--- src/rtl/serial_add_sub_unit_if.sv ---
// Handshake bundle for serial_add_sub_unit: operand side (in_valid/in_ready,
// mode, a, b) and result side (out_valid/out_ready, result, carry, flags).
interface serial_add_sub_unit_if #(
   parameter int WIDTH = 8
);
   logic             in_valid;
   logic             in_ready;
   logic             mode;
   logic [WIDTH-1:0] a;
   logic [WIDTH-1:0] b;
   logic             out_valid;
   logic             out_ready;
   logic [WIDTH-1:0] result;
   logic             carry;
   logic             overflow;
   logic             zero;
   logic             negative;

   modport master (
      output in_valid, mode, a, b, out_ready,
      input  in_ready, out_valid, result, carry, overflow, zero, negative
   );

   modport slave (
      input  in_valid, mode, a, b, out_ready,
      output in_ready, out_valid, result, carry, overflow, zero, negative
   );
endinterface

--- src/rtl/serial_add_sub_unit.sv ---
// Digit-serial add/sub: DIGIT bits per clock, WIDTH/DIGIT clocks per op.
// Ports: clk, rst_n (async low), io (slave: operands in, result+flags out).
module serial_add_sub_unit #(
   parameter int WIDTH = 8,
   parameter int DIGIT = 4
) (
   input  logic                  clk,
   input  logic                  rst_n,
   serial_add_sub_unit_if.slave  io
);

   localparam int N  = WIDTH / DIGIT;
   localparam int CW = (N > 1) ? $clog2(N) : 1;

   typedef enum logic [1:0] {
      IDLE,
      RUN,
      DONE
   } state_t;

   state_t           state_q, state_d;
   logic [WIDTH-1:0] a_q, a_d;
   logic [WIDTH-1:0] b_q, b_d;
   logic [WIDTH-1:0] res_q, res_d;
   logic             mode_q, mode_d;
   logic             cy_q, cy_d;
   logic [CW-1:0]    cnt_q, cnt_d;
   logic             carry_q, carry_d;
   logic             ovf_q, ovf_d;
   logic             zero_q, zero_d;
   logic             neg_q, neg_d;

   logic [DIGIT-1:0] a_dig;
   logic [DIGIT-1:0] b_dig;
   logic [DIGIT-1:0] s_dig;
   logic             c_out;
   logic             c_msb;
   int               idx;

   always_comb begin
      idx   = int'(cnt_q) * DIGIT;
      a_dig = a_q[idx +: DIGIT];
      b_dig = b_q[idx +: DIGIT];
      {c_out, s_dig} = {1'b0, a_dig} + {1'b0, b_dig}
                     + {{DIGIT{1'b0}}, cy_q};
      // carry into the digit's top bit recovered from a^b^sum
      c_msb = a_dig[DIGIT-1] ^ b_dig[DIGIT-1] ^ s_dig[DIGIT-1];

      state_d = state_q;
      a_d     = a_q;
      b_d     = b_q;
      res_d   = res_q;
      mode_d  = mode_q;
      cy_d    = cy_q;
      cnt_d   = cnt_q;
      carry_d = carry_q;
      ovf_d   = ovf_q;
      zero_d  = zero_q;
      neg_d   = neg_q;

      unique case (state_q)
         IDLE: begin
            if (io.in_valid) begin
               a_d     = io.a;
               b_d     = io.mode ? ~io.b : io.b;
               mode_d  = io.mode;
               cy_d    = io.mode;
               cnt_d   = '0;
               state_d = RUN;
            end
         end
         RUN: begin
            res_d[idx +: DIGIT] = s_dig;
            cy_d  = c_out;
            cnt_d = cnt_q + 1'b1;
            if (cnt_q == CW'(N - 1)) begin
               carry_d = c_out ^ mode_q;
               ovf_d   = c_msb ^ c_out;
               zero_d  = (res_d == '0);
               neg_d   = res_d[WIDTH-1];
               state_d = DONE;
            end
         end
         DONE: begin
            if (io.out_ready) begin
               state_d = IDLE;
            end
         end
         default: state_d = IDLE;
      endcase
   end

   always_ff @(posedge clk or negedge rst_n) begin
      if (!rst_n) begin
         state_q <= IDLE;
         a_q     <= '0;
         b_q     <= '0;
         res_q   <= '0;
         mode_q  <= 1'b0;
         cy_q    <= 1'b0;
         cnt_q   <= '0;
         carry_q <= 1'b0;
         ovf_q   <= 1'b0;
         zero_q  <= 1'b0;
         neg_q   <= 1'b0;
      end else begin
         state_q <= state_d;
         a_q     <= a_d;
         b_q     <= b_d;
         res_q   <= res_d;
         mode_q  <= mode_d;
         cy_q    <= cy_d;
         cnt_q   <= cnt_d;
         carry_q <= carry_d;
         ovf_q   <= ovf_d;
         zero_q  <= zero_d;
         neg_q   <= neg_d;
      end
   end

   assign io.in_ready  = (state_q == IDLE);
   assign io.out_valid = (state_q == DONE);
   assign io.result    = res_q;
   assign io.carry     = carry_q;
   assign io.overflow  = ovf_q;
   assign io.zero      = zero_q;
   assign io.negative  = neg_q;

endmodule

--- src/flat_wrapper.sv ---
// flat-port wrapper written by rule: the top's interface ports become plain ports
module serial_add_sub_unit_flat 
#(
   parameter int WIDTH = 8,
   parameter int DIGIT = 4
)
  (clk, rst_n, io_in_valid, io_mode, io_a, io_b, io_out_ready, io_in_ready, io_out_valid, io_result, io_carry, io_overflow, io_zero, io_negative);
  serial_add_sub_unit_if #(.WIDTH(WIDTH)) io_i ();
  input  logic clk;
  input  logic rst_n;
  input wire logic [$bits(io_i.in_valid)-1:0] io_in_valid;
  input wire logic [$bits(io_i.mode)-1:0] io_mode;
  input wire logic [$bits(io_i.a)-1:0] io_a;
  input wire logic [$bits(io_i.b)-1:0] io_b;
  input wire logic [$bits(io_i.out_ready)-1:0] io_out_ready;
  output wire logic [$bits(io_i.in_ready)-1:0] io_in_ready;
  output wire logic [$bits(io_i.out_valid)-1:0] io_out_valid;
  output wire logic [$bits(io_i.result)-1:0] io_result;
  output wire logic [$bits(io_i.carry)-1:0] io_carry;
  output wire logic [$bits(io_i.overflow)-1:0] io_overflow;
  output wire logic [$bits(io_i.zero)-1:0] io_zero;
  output wire logic [$bits(io_i.negative)-1:0] io_negative;
  assign io_i.in_valid = io_in_valid;
  assign io_i.mode = io_mode;
  assign io_i.a = io_a;
  assign io_i.b = io_b;
  assign io_i.out_ready = io_out_ready;
  assign io_in_ready = io_i.in_ready;
  assign io_out_valid = io_i.out_valid;
  assign io_result = io_i.result;
  assign io_carry = io_i.carry;
  assign io_overflow = io_i.overflow;
  assign io_zero = io_i.zero;
  assign io_negative = io_i.negative;
  serial_add_sub_unit #(.WIDTH(WIDTH), .DIGIT(DIGIT)) u_core (.clk(clk), .rst_n(rst_n), .io(io_i));
endmodule
--- config.mk ---
export PLATFORM = sky130hd
export DESIGN_NAME = serial_add_sub_unit_flat
export DESIGN_NICKNAME = d
export VERILOG_FILES = /design/src/rtl/serial_add_sub_unit_if.sv /design/src/rtl/serial_add_sub_unit.sv /design/src/flat_wrapper.sv
export SDC_FILE = /design/constraint.sdc
export NUM_CORES = 1
export LEC_CHECK = 0
export CAP_MARGIN = 20
export CORE_UTILIZATION = 53
export CTS_CLUSTER_SIZE = 16
export DETAILED_ROUTE_END_ITERATION = 7
export GPL_TIMING_DRIVEN = 0
export PLACE_DENSITY = 0.84
export SYNTH_ARGS = -nofsm -noshare
export SYNTH_HDL_FRONTEND = slang
export SYNTH_SLANG_ARGS = --single-unit
--- constraint.sdc ---
create_clock -name clk -period 3.39 [get_ports clk]
set_clock_uncertainty 0.05 [all_clocks]
set_input_delay 0.678 -clock clk [delete_from_list [all_inputs] [get_ports clk]]
set_output_delay 0.678 -clock clk [all_outputs]
set_load 0.03 [all_outputs]
# Word level (Yosys, flattened, before mapping)
# Index checks and enable logic that the tools add are counted.
[totals] ff_bits=33 inputBits=21 output_inout_bits=14 wordCells=46
[classes] addsub=4 eq_ne=5 shift=4 muxes=10 n_bitwise=5 reduce_logical=7
[ops] cell="negator 3 -> 33 bit" n=1
[ops] cell="variable shift 4 x 33 -> 8 bit, first input constant" n=1
[ops] cell="variable part select 4 x 33 -> 8 bit" n=1
[ops] cell="variable part select 8 x 4 -> 4 bit" n=2
[ops] cell="bitwise mux 8 bit" n=1
[ops] cell="zero test 8 bit" n=1
[ops] cell="two-way mux 8 bit" n=1
[ops] cell="NOT 8 bit" n=1
[ops] cell="two-way mux 2 bit" n=3
[ops] cell="case mux 2 bit (3 select lines)" n=1
[ops] cell="AND reduction 2 bit" n=3
[ops] cell="adder 4 x 4 -> 5 bit" n=1
[ops] cell="adder 5 x 1 -> 5 bit" n=1
[ops] cell="!= test 2 bit, second input constant" n=2
[ops] cell="case mux 1 bit (2 select lines)" n=2
[ops] cell="XOR 1 bit" n=4
[ops] cell="AND reduction 3 bit" n=1
[ops] cell="== test 2 x 1 -> 1 bit, second input constant" n=1
[ops] cell="== test 2 bit, second input constant" n=1
[ops] cell="zero test 2 bit" n=1
[ops] cell="two-way mux 1 bit" n=2
[ops] cell="!= test 2 x 1 -> 1 bit, second input constant" n=1
[ops] cell="nonzero test 2 bit" n=1
[ops] cell="adder 1 bit, second input constant" n=1

# Logic depth before layout (Yosys ltp)
# Gate-level depths: netlist of the first run.
[depth] depth_word=6 ltp_mapped=9

# Worst setup path before layout of the first run
# Ideal clock, no wire load.
[synth_path] path_kind="flip-flop to flip-flop" startpoint="register u_core.cnt_q" endpoint="register u_core.ovf_q, in the netlist u_core.io.overflow" setup_time_ps=131 arrival_time_ps=1988 t_required_ps=3209 setup_slack_ps=1220 path_stages_with_launch=10 period_less_slack_ps=2170 path_cell_list="dfrtp_1 > buf_2 > mux2i_1 > fa_1 > inv_1 > fa_1 > a21o_1 > a21oi_2 > xor2_1 > o21ai_0"
[synth_via] elab_chain_len=5 word_cells_on_any_way=8
[synth_rtl] item="from (decl)" line_no="serial_add_sub_unit.sv:27" text="logic [CW-1:0] cnt_q, cnt_d;"
[synth_rtl] item="from (signal assigned)" line_no="serial_add_sub_unit.sv:113" text="cnt_q <= cnt_d;"
[synth_rtl] item="variable part select 8 x 4 -> 4 bit (on tied branches)" line_no="serial_add_sub_unit.sv:42, serial_add_sub_unit.sv:43"
[synth_rtl] item="adder 4 x 4 -> 5 bit" line_no="serial_add_sub_unit.sv:44" text="{c_out, s_dig} = {1'b0, a_dig} + {1'b0, b_dig}"
[synth_rtl] item="adder 5 x 1 -> 5 bit" line_no="serial_add_sub_unit.sv:45" text="+ {{DIGIT{1'b0}}, cy_q};"
[synth_rtl] item="XOR 1 bit" line_no="serial_add_sub_unit.sv:47" text="c_msb = a_dig[DIGIT-1] ^ b_dig[DIGIT-1] ^ s_dig[DIGIT-1];"
[synth_rtl] item="XOR 1 bit" line_no="serial_add_sub_unit.sv:78" text="ovf_d = c_msb ^ c_out;"
[synth_rtl] item="to (signal assigned)" line_no="serial_add_sub_unit.sv:115" text="ovf_q <= ovf_d;"
[synth_rtl] item="to (decl)" line_no="serial_add_sub_unit.sv:29" text="logic ovf_q, ovf_d;"
# Several ways; a longest one is shown, not always the timed one.
# A chain may end at the register's enable or synchronous reset.

# Worst setup path after layout of the first run
[layout_path] startpoint="register u_core.cnt_q" endpoint="register u_core.carry_q, in the netlist u_core.io.carry"
[layout_via] elab_chain_len=4 word_cells_on_any_way=6
[layout_rtl] item="variable part select 8 x 4 -> 4 bit (on tied branches)" line_no="serial_add_sub_unit.sv:42, serial_add_sub_unit.sv:43"
[layout_rtl] item="adder 4 x 4 -> 5 bit" line_no="serial_add_sub_unit.sv:44"
[layout_rtl] item="adder 5 x 1 -> 5 bit" line_no="serial_add_sub_unit.sv:45"
[layout_rtl] item="XOR 1 bit" line_no="serial_add_sub_unit.sv:77" text="carry_d = c_out ^ mode_q;"
[layout_rtl] item="to (signal assigned)" line_no="serial_add_sub_unit.sv:114" text="carry_q <= carry_d;"
[layout_rtl] item="to (decl)" line_no="serial_add_sub_unit.sv:28" text="logic carry_q, carry_d;"
# Several ways; a longest one is shown, not always the timed one.

==> results of run 1 <==
stage by stage:
| step | utilization, % | setup slack (ns) | cell area (um^2) |
|---|---|---|---|
| finish | 72.51 | 0.9439 | 2017 |
| detailed placement | 69.46 | 0.9715 | 1932 |
| floorplan | - | 1.221 | 1568 |
| global route | 72.51 | 0.7882 | 2017 |
| CTS | 72.51 | 0.9122 | 2017 |
| global placement | 69.64 | 0.9996 | 1937 |
report_power, final:
part	internal, mW	switching, mW
registers	0.592	0.117
logic	0.624	0.734
clock network	0.176	0.130
total	1.39	0.980
critical path: stages, from the launching register on:
cell and delay [ns]:
dfrtp_1 0.35, buf_2 0.26, mux2i_1 0.29, fa_1 0.24, inv_1 0.06, fa_1 0.40
a21o_1 0.21, a21oi_2 0.21, xnor2_1 0.14, o21ai_0 0.10
layer usage:
| layer | global-route usage (%) | vias up |
|---|---|---|
| li1 | - | 543 |
| met1 | 26.15 | 543 |
| met2 | 39.12 | 38 |
| met3 | 9.217 | 5 |
| met4 | 7.317 | 0 |
| met5 | 0 | - |
logic make-up (layout without fill, tap and decap cells):
kind of cell    Yosys count  in the layout  share of synthesized area, %
xor+xnor                 12             12                         6.704
fa+ha+maj                 5              5                         4.948
mux                      18             18                         13.01
simple gates             34             34                         9.897
buf+inv                  11             52                         3.910
flops                    33             33                         52.67
compound gates           25             25                         8.859
layout by cell type (no fill, tap or decap), drive strengths merged, types with 2 or more instances in the layout:
master         Yosys  final
a21oi             10     10
buf                6      7
clkbuf             1      8
clkdlybuf4s50      0     32
dfrtp             33     33
fa                 2      2
ha                 3      3
inv                4      4
mux2              16     16
mux2i              2      2
nand2             15     15
nand2b             2      2
nand3b             3      3
nor2              10     10
o21ai             12     12
xnor2             11     11
flip-flops by register name, summed over array words and instances, names as in the netlist:
name / flops
u_core.a_q: 8
u_core.b_q: 8
u_core.cnt_q: 1
u_core.cy_q: 1
u_core.io.carry: 1
u_core.io.negative: 1
u_core.io.overflow: 1
u_core.io.result: 8
u_core.io.zero: 1
u_core.mode_q: 1
u_core.state_q: 2
final timing paths:
check	slack (ns)	cells past startpoint	endpoint	startpoint
worst min-delay path	0.33	1	u_core.io.zero	rst_n
max in group asynchronous	2.51	1	u_core.a_q[4]	rst_n
min in group clk	0.44	2	u_core.io.negative	u_core.io.negative
worst max-delay path	0.94	9	u_core.io.carry	u_core.cnt_q
worst max register to register	0.94	9	u_core.io.carry	u_core.cnt_q
worst min register to register	0.44	2	u_core.io.negative	u_core.io.negative
final cells by class:
class / instances / area share, %
inverter: 4 / 0.7444
clock inverter: 1 / 1.489
sequential: 33 / 40.94
multi-input combinational: 94 / 33.75
tap: 31 / 1.923
timing repair buffer: 33 / 16.13
clock buffer: 7 / 2.730
buffer: 7 / 2.295
==> results.toml, run 1 <==
[outcome]
status = "complete, no violations"

[cells_and_area]
drive_gt1_share_pct = 16.76
finalNetCount = 204
area_delta_synth_final_pct = 28.65
seqCellArea_um2 = 825.8
n_antenna_cell = 0
multiInputGateArea_um2 = 680.7
instances_no_fill = 210
fillers = 212

[clocking]
cts_tree = "yes"
cts_root_buf = "clkbuf_4"
cts_buffers = 5
post_cts_resized = 0
clock_latency_ns = 0.34
post_cts_buffers = 0
holdBufCountCts = 0
cts_sinks = 33
cts_buffer_depth = 2
htree_levels = 2
clk_pin_slew_ns = 0.10

[power_and_ir_drop]
power_mw = 2.373
power_leakage_nw = 0.8717
ir_worst_vdd_v = 0.0008415
power_density_nw_per_um2 = 1176

[setup_path]
arrival_ns = 2.61
startpoint_type = "flop"
critPathMaxFanout = 10
crit_path_end_kind = "flop"
crit_type = "reg2reg"
required_ns = 3.55

[job]
cap_violations = 0

[sta]
setup_viol = 0
period_needed_ns = 2.446
setup_tns_ns = 0
hold_ws_ns = 0.3257
fmax_mhz = 408.8
tightest_slew_ns = 0.7082
slew_violations = 0
rsz0062_at_grt = "no"
slew_headroom_pct = 52.79
final_hold_viol_count = 0
fin_crit_sh_pct = 72.16

[floorplanning]
die_w_um = 56.39
row_count = 19
dieArea_um2 = 3179
initial_utilization_pct = 56.37
core_um2 = 2781
die_y_um = 56.39
num_io_pins = 35

[yosys]
yosysTopAreaCell = "dfrtp_1"
syn_nets = 164
synth.distinct_cells = 27
ys_seq_area_share_pct = 52.67
yosysTopAreaCellShare_pct = 52.67
synth_warnings = 0
synthCells = 138
ys_ff_latch = 33
syn_avg_cell_area_um2 = 11.36
netlist_top_cells_count = "dfrtp_1, nand2_1, mux2_2"
synth_ff_type = "dfrtp_1"
synth-async-reset-ratio_pct = 100.0
synth_edf_count = 0
synth.most_common_cell = "dfrtp_1"
syn_area_um2 = 1568
ys_top_cells_by_area = "dfrtp_1, mux2_2, xnor2_1, o21ai_0, nand2_1"

[route]
first_iter_violations = 16
post_drt_wl_per_cell_um = 14.55
ant_nets = 0
dr.pass1.iters = 4
highest_layer = "met4"
met3_wirelength_um = 165
wl_met2_um = 1569
drc = 0
vias = 1129
wl_um = 3055
drt-met1-wl_um = 1277
via_per_inst = 5.376

[grt]
grt_usage_pct = 22.88
grt-ovfl-total = 0
antenna_found_initial = 0
grt_pass1_vias = 1174
grt_max_degree = 34
grt_first_pass_wirelength_um = 5319

[place]
place.gp.congestion = 0.7297
dp_hpwl_um = 2258
dp_cells = 202
portBuffers = 33

[hold_path]
min_path_type = "in2async"
(Power assumes the default switching activity.)
==> run 2, diff against run 1 <==
- CORE_UTILIZATION: 53 -> 49
- PLACE_DENSITY: 0.84 -> 0.79
- clock period: 3.39 -> 2.49 ns (I/O delays scaled with it)
==> run 2 against run 1 <==
First-iteration DRC count is 120% higher. Final area is 1.4% higher. Sequential power is 35% higher. Utilization is 5.5 points lower. Sequential share of layout area is 0.55 points lower. Clock-buffer cell count stayed put. Critical path depth is 1 lower. Flip-flop and latch count stayed put. Critical path type unchanged. Critical endpoint is now u_core.io.zero.
==> results.toml, run 2 (synthesized netlist as in run 1, its figures left out) <==
[clocking]
cts_tree = "yes"
htree_levels = 2
clock_latency_ns = 0.34
cts_sinks = 33
cts_buffers = 5
cts_root_buf = "clkbuf_4"
holdBufCountCts = 0
clk_pin_slew_ns = 0.11
post_cts_buffers = 0
post_cts_resized = 0
cts_buffer_depth = 2

[grt]
grt_first_pass_wirelength_um = 4961
antenna_found_initial = 0
grt-ovfl-total = 0
met3_usage_pct = 5.055
grt_most_used_layer = "met2"
grt_usage_pct = 19.95
grtUsageMet1_pct = 22.64
grt_max_degree = 22
grt_pass1_vias = 1134
use_met2_pct = 34.15

[cells_and_area]
n_antenna_cell = 0
finalNetCount = 205
final_util_pct = 66.97
fin_area_um2 = 2044
drive_gt1_share_pct = 17.78
final_cell_mix = "clkdlybuf4s50_1, dfrtp_1, nand2_1"
instances_no_fill = 224
fillers = 250
multiInputGateArea_um2 = 684.4
seqCellArea_um2 = 825.8
area_delta_synth_final_pct = 30.41

[setup_path]
crit_path_end_kind = "flop"
critPathMaxFanout = 10
cp-startpoint = "u_core.cnt_q"
crit_type = "reg2reg"
crit_slowest_cell = "fa_1"
required_ns = 2.72
reg2reg_slack_ns = 0.15
cpLargestDelayFamily = "adder cells"
max_stage_delay_ns = 0.44
arrival_ns = 2.57
r2r-start = "u_core.cnt_q"
cp_common_cell = "fa_1"
startpoint_type = "flop"
cp_num_buf_inv = 2
path_cells = "buf_4 > mux2i_2 > fa_1 > inv_1 > fa_1 > nand3b_1 > nor3b_1 > a22o_1"

[sta]
setup_viol = 0
setup_ws_ns = 0.1517
period_needed_ns = 2.338
hold_ws_ns = 0.4387
tightest_slew_ns = 0.9832
setup_tns_ns = 0
final_hold_viol_count = 0
slew_violations = 0
fin_crit_sh_pct = 93.91
slew_headroom_pct = 34.25
rsz0062_at_grt = "no"
fmax_mhz = 427.7

[place]
dpl_cell_area_um2 = 1968
place_ws_ns = 0.04279
place.gp.congestion = 0.7259
dp_cells = 216
dp_hpwl_um = 2276
portBuffers = 33

[route]
via_per_inst = 4.902
dr.pass1.iters = 4
first_iter_violations = 35
drc = 0
vias = 1098
post_drt_wl_per_cell_um = 13.10
ant_nets = 0
wl_um = 2935

[floorplanning]
num_io_pins = 35
initial_utilization_pct = 51.35
die_w_um = 58.57
row_count = 20
die_y_um = 58.57
dieArea_um2 = 3430
core_um2 = 3053

[job]
cap_violations = 0

[hold_path]
min_path_type = "reg2reg"
min_from = "u_core.io.negative"

[power_and_ir_drop]
ir_worst_vdd_v = 0.0005936
power_density_nw_per_um2 = 1535
power_leakage_nw = 0.8751
power_mw = 3.137

[outcome]
status = "complete, no violations"
-- run 2: cell type report --
cell class | instances | share of cell area (%)
inverters | 4 | 0.7344
multi-input cells | 94 | 33.48
clock buffers | 7 | 3.182
flip-flops and latches | 33 | 40.39
plain buffers | 7 | 2.387
repair buffers | 34 | 16.89
clock inverters | 1 | 0.2448
well taps | 44 | 2.693
-- run 2: path summary, 6_finish.rpt --
path / cells past startpoint / end
max in group asynchronous: 2 / u_core.a_q[6]
hold reg to reg: 2 / u_core.io.negative
hold / removal: 2 / u_core.io.negative
setup reg to reg: 8 / u_core.io.zero
min in group asynchronous: 1 / u_core.cnt_q
setup / recovery: 8 / u_core.io.zero
-- run 2: power breakdown --
group	switching, mW	internal (mW)
clock	0.182	0.164
combinational	0.973	0.858
sequential	0.154	0.806
total	1.31	1.83
-- run 2: per-layer routing --
metal | part of all wire [%] | vias up
met5 | 0 | -
li1 | - | 545
met4 | 2.9 | 0
met1 | 43 | 508
met2 | 49 | 34
met3 | 5.6 | 11
-- run 2: worst reg2reg max path: cells and delay by family, from the launching register on --
family	cells	cell delay, ns
adders and majority gates	2	0.85
DFF	1	0.39
and+or+nand+nor	2	0.38
buffers and inverters	2	0.27
muxes	1	0.18
AOI/OAI and AO/OA	1	0.16
